===== config.mk =====
export PLATFORM = sky130hd
export DESIGN_NAME = uart_rx_oversample
export DESIGN_NICKNAME = d
export VERILOG_FILES = /design/src/rtl/uart_rx_oversample.sv
export SDC_FILE = /design/constraint.sdc
export NUM_CORES = 1
export LEC_CHECK = 0
export ABC_AREA = 1
export CAP_MARGIN = 0
export CORE_ASPECT_RATIO = 0.75
export CORE_MARGIN = 2
export CORE_UTILIZATION = 25
export DETAILED_ROUTE_END_ITERATION = 8
export HOLD_SLACK_MARGIN = 0.1
export RECOVER_POWER = 25
export SYNTH_ARGS = -nofsm -noshare
export SYNTH_HDL_FRONTEND = slang
export SYNTH_SLANG_ARGS = --single-unit

===== constraint.sdc =====
create_clock -name CLK -period 4.7 [get_ports CLK]
set_input_delay 0.94 -clock CLK [delete_from_list [all_inputs] [get_ports CLK]]
set_output_delay 0.94 -clock CLK [all_outputs]
set_load 0.01 [all_outputs]

===== src/rtl/uart_rx_oversample.sv =====
// uart_rx_oversample
// UART receive stage. RXD is synchronised, then sampled with the x32
// oversample tick. Each bit is decided by a 3-sample majority vote taken on
// tick counts 15/16/17. Frames are start + DATA_BITS (LSB first)
// [+ parity] + stop. Received bytes are offered on a registered valid/ready
// output. One-cycle pulses flag framing errors and overruns.
//
// Optional feature: define UART_RX_PARITY_EN to add a parity bit between the
// data and stop bits, and a PARITY_ERR output registered alongside DATA_OUT.
//
// Ports:
//   CLK        system clock
//   RST        asynchronous active-high reset
//   TICK_X32   one-cycle pulse, 32 per bit period
//   RXD        asynchronous serial input, idle high
//   DATA_OUT   received byte, stable while DATA_VALID=1
//   DATA_VALID DATA_OUT holds an unconsumed byte
//   DATA_READY consumer accepts when DATA_VALID & DATA_READY at a CLK edge
//   FRAME_ERR  one-cycle pulse: stop bit sampled 0
//   OVERRUN    one-cycle pulse: completed byte dropped, output still full
//   PARITY_ERR (UART_RX_PARITY_EN only) parity mismatch for DATA_OUT
//   BUSY       receiver not idle
module uart_rx_oversample #(
  parameter int unsigned DATA_BITS   = 8,
  parameter int unsigned SYNC_STAGES = 2,
  parameter int unsigned PARITY_ODD  = 0
) (
  input  logic                 CLK,
  input  logic                 RST,
  input  logic                 TICK_X32,
  input  logic                 RXD,
  output logic [DATA_BITS-1:0] DATA_OUT,
  output logic                 DATA_VALID,
  input  logic                 DATA_READY,
  output logic                 FRAME_ERR,
  output logic                 OVERRUN,
`ifdef UART_RX_PARITY_EN
  output logic                 PARITY_ERR,
`endif
  output logic                 BUSY
);

  localparam int unsigned CNT_W = 5;
  localparam int unsigned IDX_W = 3;
  localparam logic [IDX_W-1:0] LAST_IDX = IDX_W'(DATA_BITS - 1);

  if (DATA_BITS < 5 || DATA_BITS > 8 || SYNC_STAGES < 2 || PARITY_ODD > 1) begin : g_bad_param
    $error("uart_rx_oversample: illegal parameter value");
  end

  typedef enum logic [2:0] {
    S_IDLE,
    S_START,
    S_DATA,
    S_PARITY,
    S_STOP,
    S_BREAK
  } state_t;

  state_t                 state_q;
  state_t                 state_d;
  logic [SYNC_STAGES-1:0] sync_q;
  logic                   rxs;
  logic [CNT_W-1:0]       cnt_q;
  logic [1:0]             smp_q;
  logic [IDX_W-1:0]       idx_q;
  logic [DATA_BITS-1:0]   shift_q;
  logic                   tick17_c;
  logic                   tick31_c;
  logic                   maj_c;
  logic                   shift_en_c;
  logic                   deliver_c;
  logic                   frame_err_c;
`ifdef UART_RX_PARITY_EN
  logic                   par_q;
  logic                   par_cap_c;
`endif

  // RXD synchroniser, idles high
  always_ff @(posedge CLK or posedge RST) begin
    if (RST) sync_q <= '1;
    else     sync_q <= {sync_q[SYNC_STAGES-2:0], RXD};
  end

  assign rxs = sync_q[SYNC_STAGES-1];

  // Count 17 decides the bit (samples 15 and 16 stored, 17 is live rxs)
  assign tick17_c = TICK_X32 && (cnt_q == CNT_W'(17));
  assign tick31_c = TICK_X32 && (cnt_q == CNT_W'(31));
  assign maj_c    = (smp_q[0] & smp_q[1]) | (smp_q[0] & rxs) | (smp_q[1] & rxs);

  // State register
  always_ff @(posedge CLK or posedge RST) begin
    if (RST) state_q <= S_IDLE;
    else     state_q <= state_d;
  end

  // Next-state logic
  always_comb begin
    state_d = state_q;
    case (state_q)
      S_IDLE: begin
        if (!rxs) state_d = S_START;
      end
      S_START: begin
        if (tick17_c && maj_c) state_d = S_IDLE;
        else if (tick31_c)     state_d = S_DATA;
      end
      S_DATA: begin
        if (tick31_c && (idx_q == LAST_IDX)) begin
`ifdef UART_RX_PARITY_EN
          state_d = S_PARITY;
`else
          state_d = S_STOP;
`endif
        end
      end
`ifdef UART_RX_PARITY_EN
      S_PARITY: begin
        if (tick31_c) state_d = S_STOP;
      end
`endif
      // Stop is decided mid-bit so the next start edge can be caught
      S_STOP: begin
        if (tick17_c) state_d = maj_c ? S_IDLE : S_BREAK;
      end
      S_BREAK: begin
        if (rxs) state_d = S_IDLE;
      end
      default: state_d = S_IDLE;
    endcase
  end

  // Per-state actions
  always_comb begin
    shift_en_c  = 1'b0;
    deliver_c   = 1'b0;
    frame_err_c = 1'b0;
`ifdef UART_RX_PARITY_EN
    par_cap_c   = 1'b0;
`endif
    case (state_q)
      S_DATA: shift_en_c = tick17_c;
`ifdef UART_RX_PARITY_EN
      S_PARITY: par_cap_c = tick17_c;
`endif
      S_STOP: begin
        deliver_c   = tick17_c & maj_c;
        frame_err_c = tick17_c & ~maj_c;
      end
      default: ;
    endcase
  end

  // Tick counter, samples, bit index and shift register
  always_ff @(posedge CLK or posedge RST) begin
    if (RST) begin
      cnt_q   <= '0;
      smp_q   <= '1;
      idx_q   <= '0;
      shift_q <= '0;
    end else begin
      if (state_d != state_q) cnt_q <= '0;
      else if (TICK_X32)      cnt_q <= cnt_q + CNT_W'(1);

      if (TICK_X32 && (cnt_q == CNT_W'(15))) smp_q[0] <= rxs;
      if (TICK_X32 && (cnt_q == CNT_W'(16))) smp_q[1] <= rxs;

      if ((state_d == S_DATA) && (state_q != S_DATA)) idx_q <= '0;
      else if ((state_q == S_DATA) && tick31_c)      idx_q <= idx_q + IDX_W'(1);

      // LSB first: shift in at the top, first bit ends in bit 0
      if (shift_en_c) shift_q <= {maj_c, shift_q[DATA_BITS-1:1]};
    end
  end

`ifdef UART_RX_PARITY_EN
  always_ff @(posedge CLK or posedge RST) begin
    if (RST)            par_q <= 1'b0;
    else if (par_cap_c) par_q <= maj_c;
  end
`endif

  // Output holding register and status pulses
  always_ff @(posedge CLK or posedge RST) begin
    if (RST) begin
      DATA_OUT   <= '0;
      DATA_VALID <= 1'b0;
      FRAME_ERR  <= 1'b0;
      OVERRUN    <= 1'b0;
      BUSY       <= 1'b0;
`ifdef UART_RX_PARITY_EN
      PARITY_ERR <= 1'b0;
`endif
    end else begin
      FRAME_ERR <= frame_err_c;
      OVERRUN   <= 1'b0;
      BUSY      <= (state_d != S_IDLE);
      if (deliver_c) begin
        // A same-cycle consume frees the slot for the new byte
        if (!DATA_VALID || DATA_READY) begin
          DATA_OUT   <= shift_q;
          DATA_VALID <= 1'b1;
`ifdef UART_RX_PARITY_EN
          PARITY_ERR <= (^shift_q) ^ par_q ^ 1'(PARITY_ODD);
`endif
        end else begin
          OVERRUN <= 1'b1;
        end
      end else if (DATA_VALID && DATA_READY) begin
        DATA_VALID <= 1'b0;
      end
    end
  end

endmodule


==> results list <==
- Result of the run: complete, but fails checks
* Violations in the final reports: capacitance limit, slew limit
* Port buffer count: 16
- The clock network burns 29.8% of the power.
* Worst vdd ir: 83.8 µV
- The first global-routing pass estimated 5.08 mm of wire.
- Library cell used as clock root buffer: sky130_fd_sc_hd__clkbuf_8
- Entering global routing, the biggest net connects 36 pins.
- Clock sink total: 35
- In this run the power spent charging and discharging nets is 224 µW.
- Initial DRC Count: 57
* Via count of the first global-routing pass: 1094
- Setup repair after global routing left no endpoint under its margin.
- YS warnings: 0
- No sink is reached through more buffers than the 2 on the longest clock path.
* Pint: 488 µW
- Total vias in the final route: 1136
* Layout cells sized above 1: 17.3%
* Max-slew violations: 36
- The number of endpoints with negative hold slack in the final report is 0.
- After legalization and detailed placement, the total HPWL measured 2.02 mm.
- Resized cells post-CTS: 0
- Synthesis instantiated 30 different standard cells from the library.
- For this run, the top clock speed supported by timing is 0.359 GHz.
- A synthesized cell averages 9.30 µm².
- Dividing the detail-routed via count by the number of cells gives 4.09.
- Leakage: 0.915 nW
* Number of optimization iterations in the first detailed-route pass: 4
- After synthesis, flip-flops and latches occupy 54.1% of the total area.
- In this run the power density over the cells is 364 nW/µm².
- The floorplan step defined a die boundary enclosing 7180 µm².
* Setup slack after placement: 1.88 ns
- The synthesized design contains 35 register bits.
- The congestion estimate from routability-driven global placement came to 0.855.
* Reg clk slew, reported paths: 0.07 ns
- Data arrival time of the critical path: 2.83 ns
* Crit-path max FO: 35
- 17 I/O pins were placed.
* Total length of routed wires: 2.83 mm
* DR WL/cell: 10.2 µm
- After layout, the worst setup slack is 1.91 ns.
- Clock network latency to the later pin of the worst-skew pair: 0.29 ns
- TritonCTS created 5 clock buffers.
- The tool flagged a number of max-cap violations equal to 1.
- The number of nets in the synthesized netlist is 187.
- Number of nets with antenna violations after detailed routing: 0
* Antenna cell count: 0
- Final cycle utilization of the critical path: 59.3%
- Setup crit end kind: asynchronous set/reset pin
- Worst Hold Slack: 0.372 ns
- The critical path is of the input pin to asynchronous set/reset pin type.
* Hold WC Path Type: flip-flop to flip-flop
- Initial cell density of the core: 25.9%
- Setup repair bufs after CTS: 0
* Startpoint type of the worst setup path: input pin
* Slew headroom: -21.4%
- After synthesis the cells add up to 1630 µm².
- The die is 97.2 µm wide.
- Post-Synthesis Cells: 175
* Pin slew with the least headroom to its limit: 1.82 ns
* Floorplan die height: 73.9 µm
* Count of endpoints failing setup in the final report: 0
- Summed over all layers, the global routing overflow is 0.
- The floorplan has 25 rows.
- Switching Share: 31.5%
- Compared with the post-synthesis result, the final layout area differs by 20.3%.
- Initial antenna violation count: 0
- Data on the critical path is required at its endpoint by 4.75 ns.
- Across every metal layer, demand over resource in global routing totals 9.21%.
- Placeable Area: 6290 µm²
- Combinational cell fraction of total power: 21.1%
* H-tree lvl count: 2
- Nets@finish: 208
- The routed design could run at a clock period as short as 2.79 ns.
- Sequential cell fraction of total power: 49.1%
- After routing, the total negative slack on setup checks comes to 0 ns.
- Buffers inserted to repair hold after CTS numbered 0.
- Fill cells in the final layout number 644.
* Post-Route Skew: 0.0107 ns
* Post-route DRC: 0
- TritonCTS built the clock tree.
[layout make-up]
type | instances | area (µm²) | area share [%]
Sequential cell | 35 | 881 | 45.0
Multi-Input combinational cell | 111 | 629 | 32.1
Timing Repair Buffer | 17 | 164 | 8.37
Tap cell | 81 | 101 | 5.18
Inverter | 26 | 97.6 | 4.98
Clock buffer | 6 | 72.6 | 3.71
Clock inverter | 2 | 12.5 | 0.639
[critical path, stage by stage]
cell and delay, ns:
sky130_fd_sc_hd__dlygate4sd3_1 0.53, sky130_fd_sc_hd__inv_1 0.05, sky130_fd_sc_hd__clkbuf_1 1.31
[synthesized netlist by cell type (all sizes together)]
cell type | instances | area share [%]
xor2 | 2 | 1.1
and3 | 1 | 0.46
nor3 | 3 | 1.2
dfstp | 4 | 6.5
or3 | 1 | 0.38
nand4 | 3 | 1.2
dfrtp | 31 | 48
clkinv | 1 | 0.23
clkbuf | 1 | 0.23
nor2 | 18 | 4.9
a22oi | 2 | 0.92
a21oi | 3 | 1.2
buf | 2 | 1.0
inv | 25 | 5.8
mux2 | 1 | 0.92
a31oi | 2 | 0.77
o21ai | 18 | 5.5
nand3 | 8 | 3.1
ha | 7 | 5.4
xnor2 | 2 | 1.1
nand2 | 40 | 11
[per-stage QoR]
step | instances | total power, mW | cell area (µm²) | utilization [%]
2_1_floorplan | 175 | 0.466 | 1630 | -
3_3_place_gp | 270 | 0.505 | 1880 | 29.9
3_5_place_dp | 270 | 0.506 | 1880 | 29.9
4_1_cts | 278 | 0.727 | 1960 | 31.2
5_1_grt | 278 | 0.764 | 1960 | 31.1
6_report | 278 | 0.712 | 1960 | 31.1
[placed cells by master (no fill, tap or decap), types with 2 or more instances in the layout]
cell type,Yosys,layout
sky130_fd_sc_hd__nor2_2,2,2
sky130_fd_sc_hd__nor2_1,15,15
sky130_fd_sc_hd__a21oi_1,2,2
sky130_fd_sc_hd__inv_1,20,20
sky130_fd_sc_hd__xnor2_1,2,2
sky130_fd_sc_hd__nand4_1,3,3
sky130_fd_sc_hd__nand3_2,2,2
sky130_fd_sc_hd__clkdlybuf4s50_1,0,14
sky130_fd_sc_hd__a22oi_1,2,2
sky130_fd_sc_hd__nand2_1,31,31
sky130_fd_sc_hd__dfrtp_1,31,31
sky130_fd_sc_hd__dfstp_2,4,4
sky130_fd_sc_hd__xor2_1,2,2
sky130_fd_sc_hd__inv_2,5,5
sky130_fd_sc_hd__nor3_1,2,2
sky130_fd_sc_hd__dlygate4sd3_1,0,2
sky130_fd_sc_hd__ha_1,7,7
sky130_fd_sc_hd__nand3_1,6,6
sky130_fd_sc_hd__o21ai_1,7,7
sky130_fd_sc_hd__clkbuf_1,1,2
sky130_fd_sc_hd__nand2_2,9,9
sky130_fd_sc_hd__clkbuf_8,0,5
sky130_fd_sc_hd__o21ai_0,11,11
sky130_fd_sc_hd__a31oi_1,2,2
[final timing paths]
check                           from  slack [ns]           to  cells past startpoint
max in group CLK            TICK_X32        2.20  DATA_OUT[0]                      7
hold reg to reg            sync_q[0]        0.37    sync_q[1]                      0
setup reg to reg            cnt_q[0]        2.67         BUSY                      8
min in group asynchronous        RST        1.73   shift_q[1]                      3
setup / recovery                 RST        1.91     cnt_q[2]                      3
hold / removal             sync_q[0]        0.37    sync_q[1]                      0
[layer usage]
metal	vias to the layer above	track usage, %	share of wire [%]
met2	18	12.4	39
met3	6	3.14	3.9
met5	-	0	0
li1	605	-	-
met4	0	5.63	2.5
met1	507	12.6	55
[cells by family after synthesis]
family | Yosys count | synth area share, %
xor gates and xnor gates | 4 | 2.15
AOI/OAI and AO/OA | 25 | 8.38
buffers and inverters | 29 | 7.22
and+or+nand+nor | 74 | 21.8
DFF | 35 | 54.1
muxes | 1 | 0.922
adders and majority gates | 7 | 5.38
[state kept, by name, indices dropped and copies added (netlist names)]
name / cells
FRAME_ERR: 1
sync_q: 2
DATA_OUT: 8
BUSY: 1
idx_q: 3
OVERRUN: 1
state_q: 3
smp_q: 2
shift_q: 8
DATA_VALID: 1
cnt_q: 5
[power by group through the flow]
stage	logic, mW	clock network (mW)	registers, mW
after floorplan	0.113	0	0.353
after global placement	0.150	0	0.355
after detailed placement	0.151	0	0.355
after CTS	0.153	0.224	0.350
after global routing	0.174	0.237	0.353
final	0.150	0.212	0.349
(Power assumes the default switching activity.)
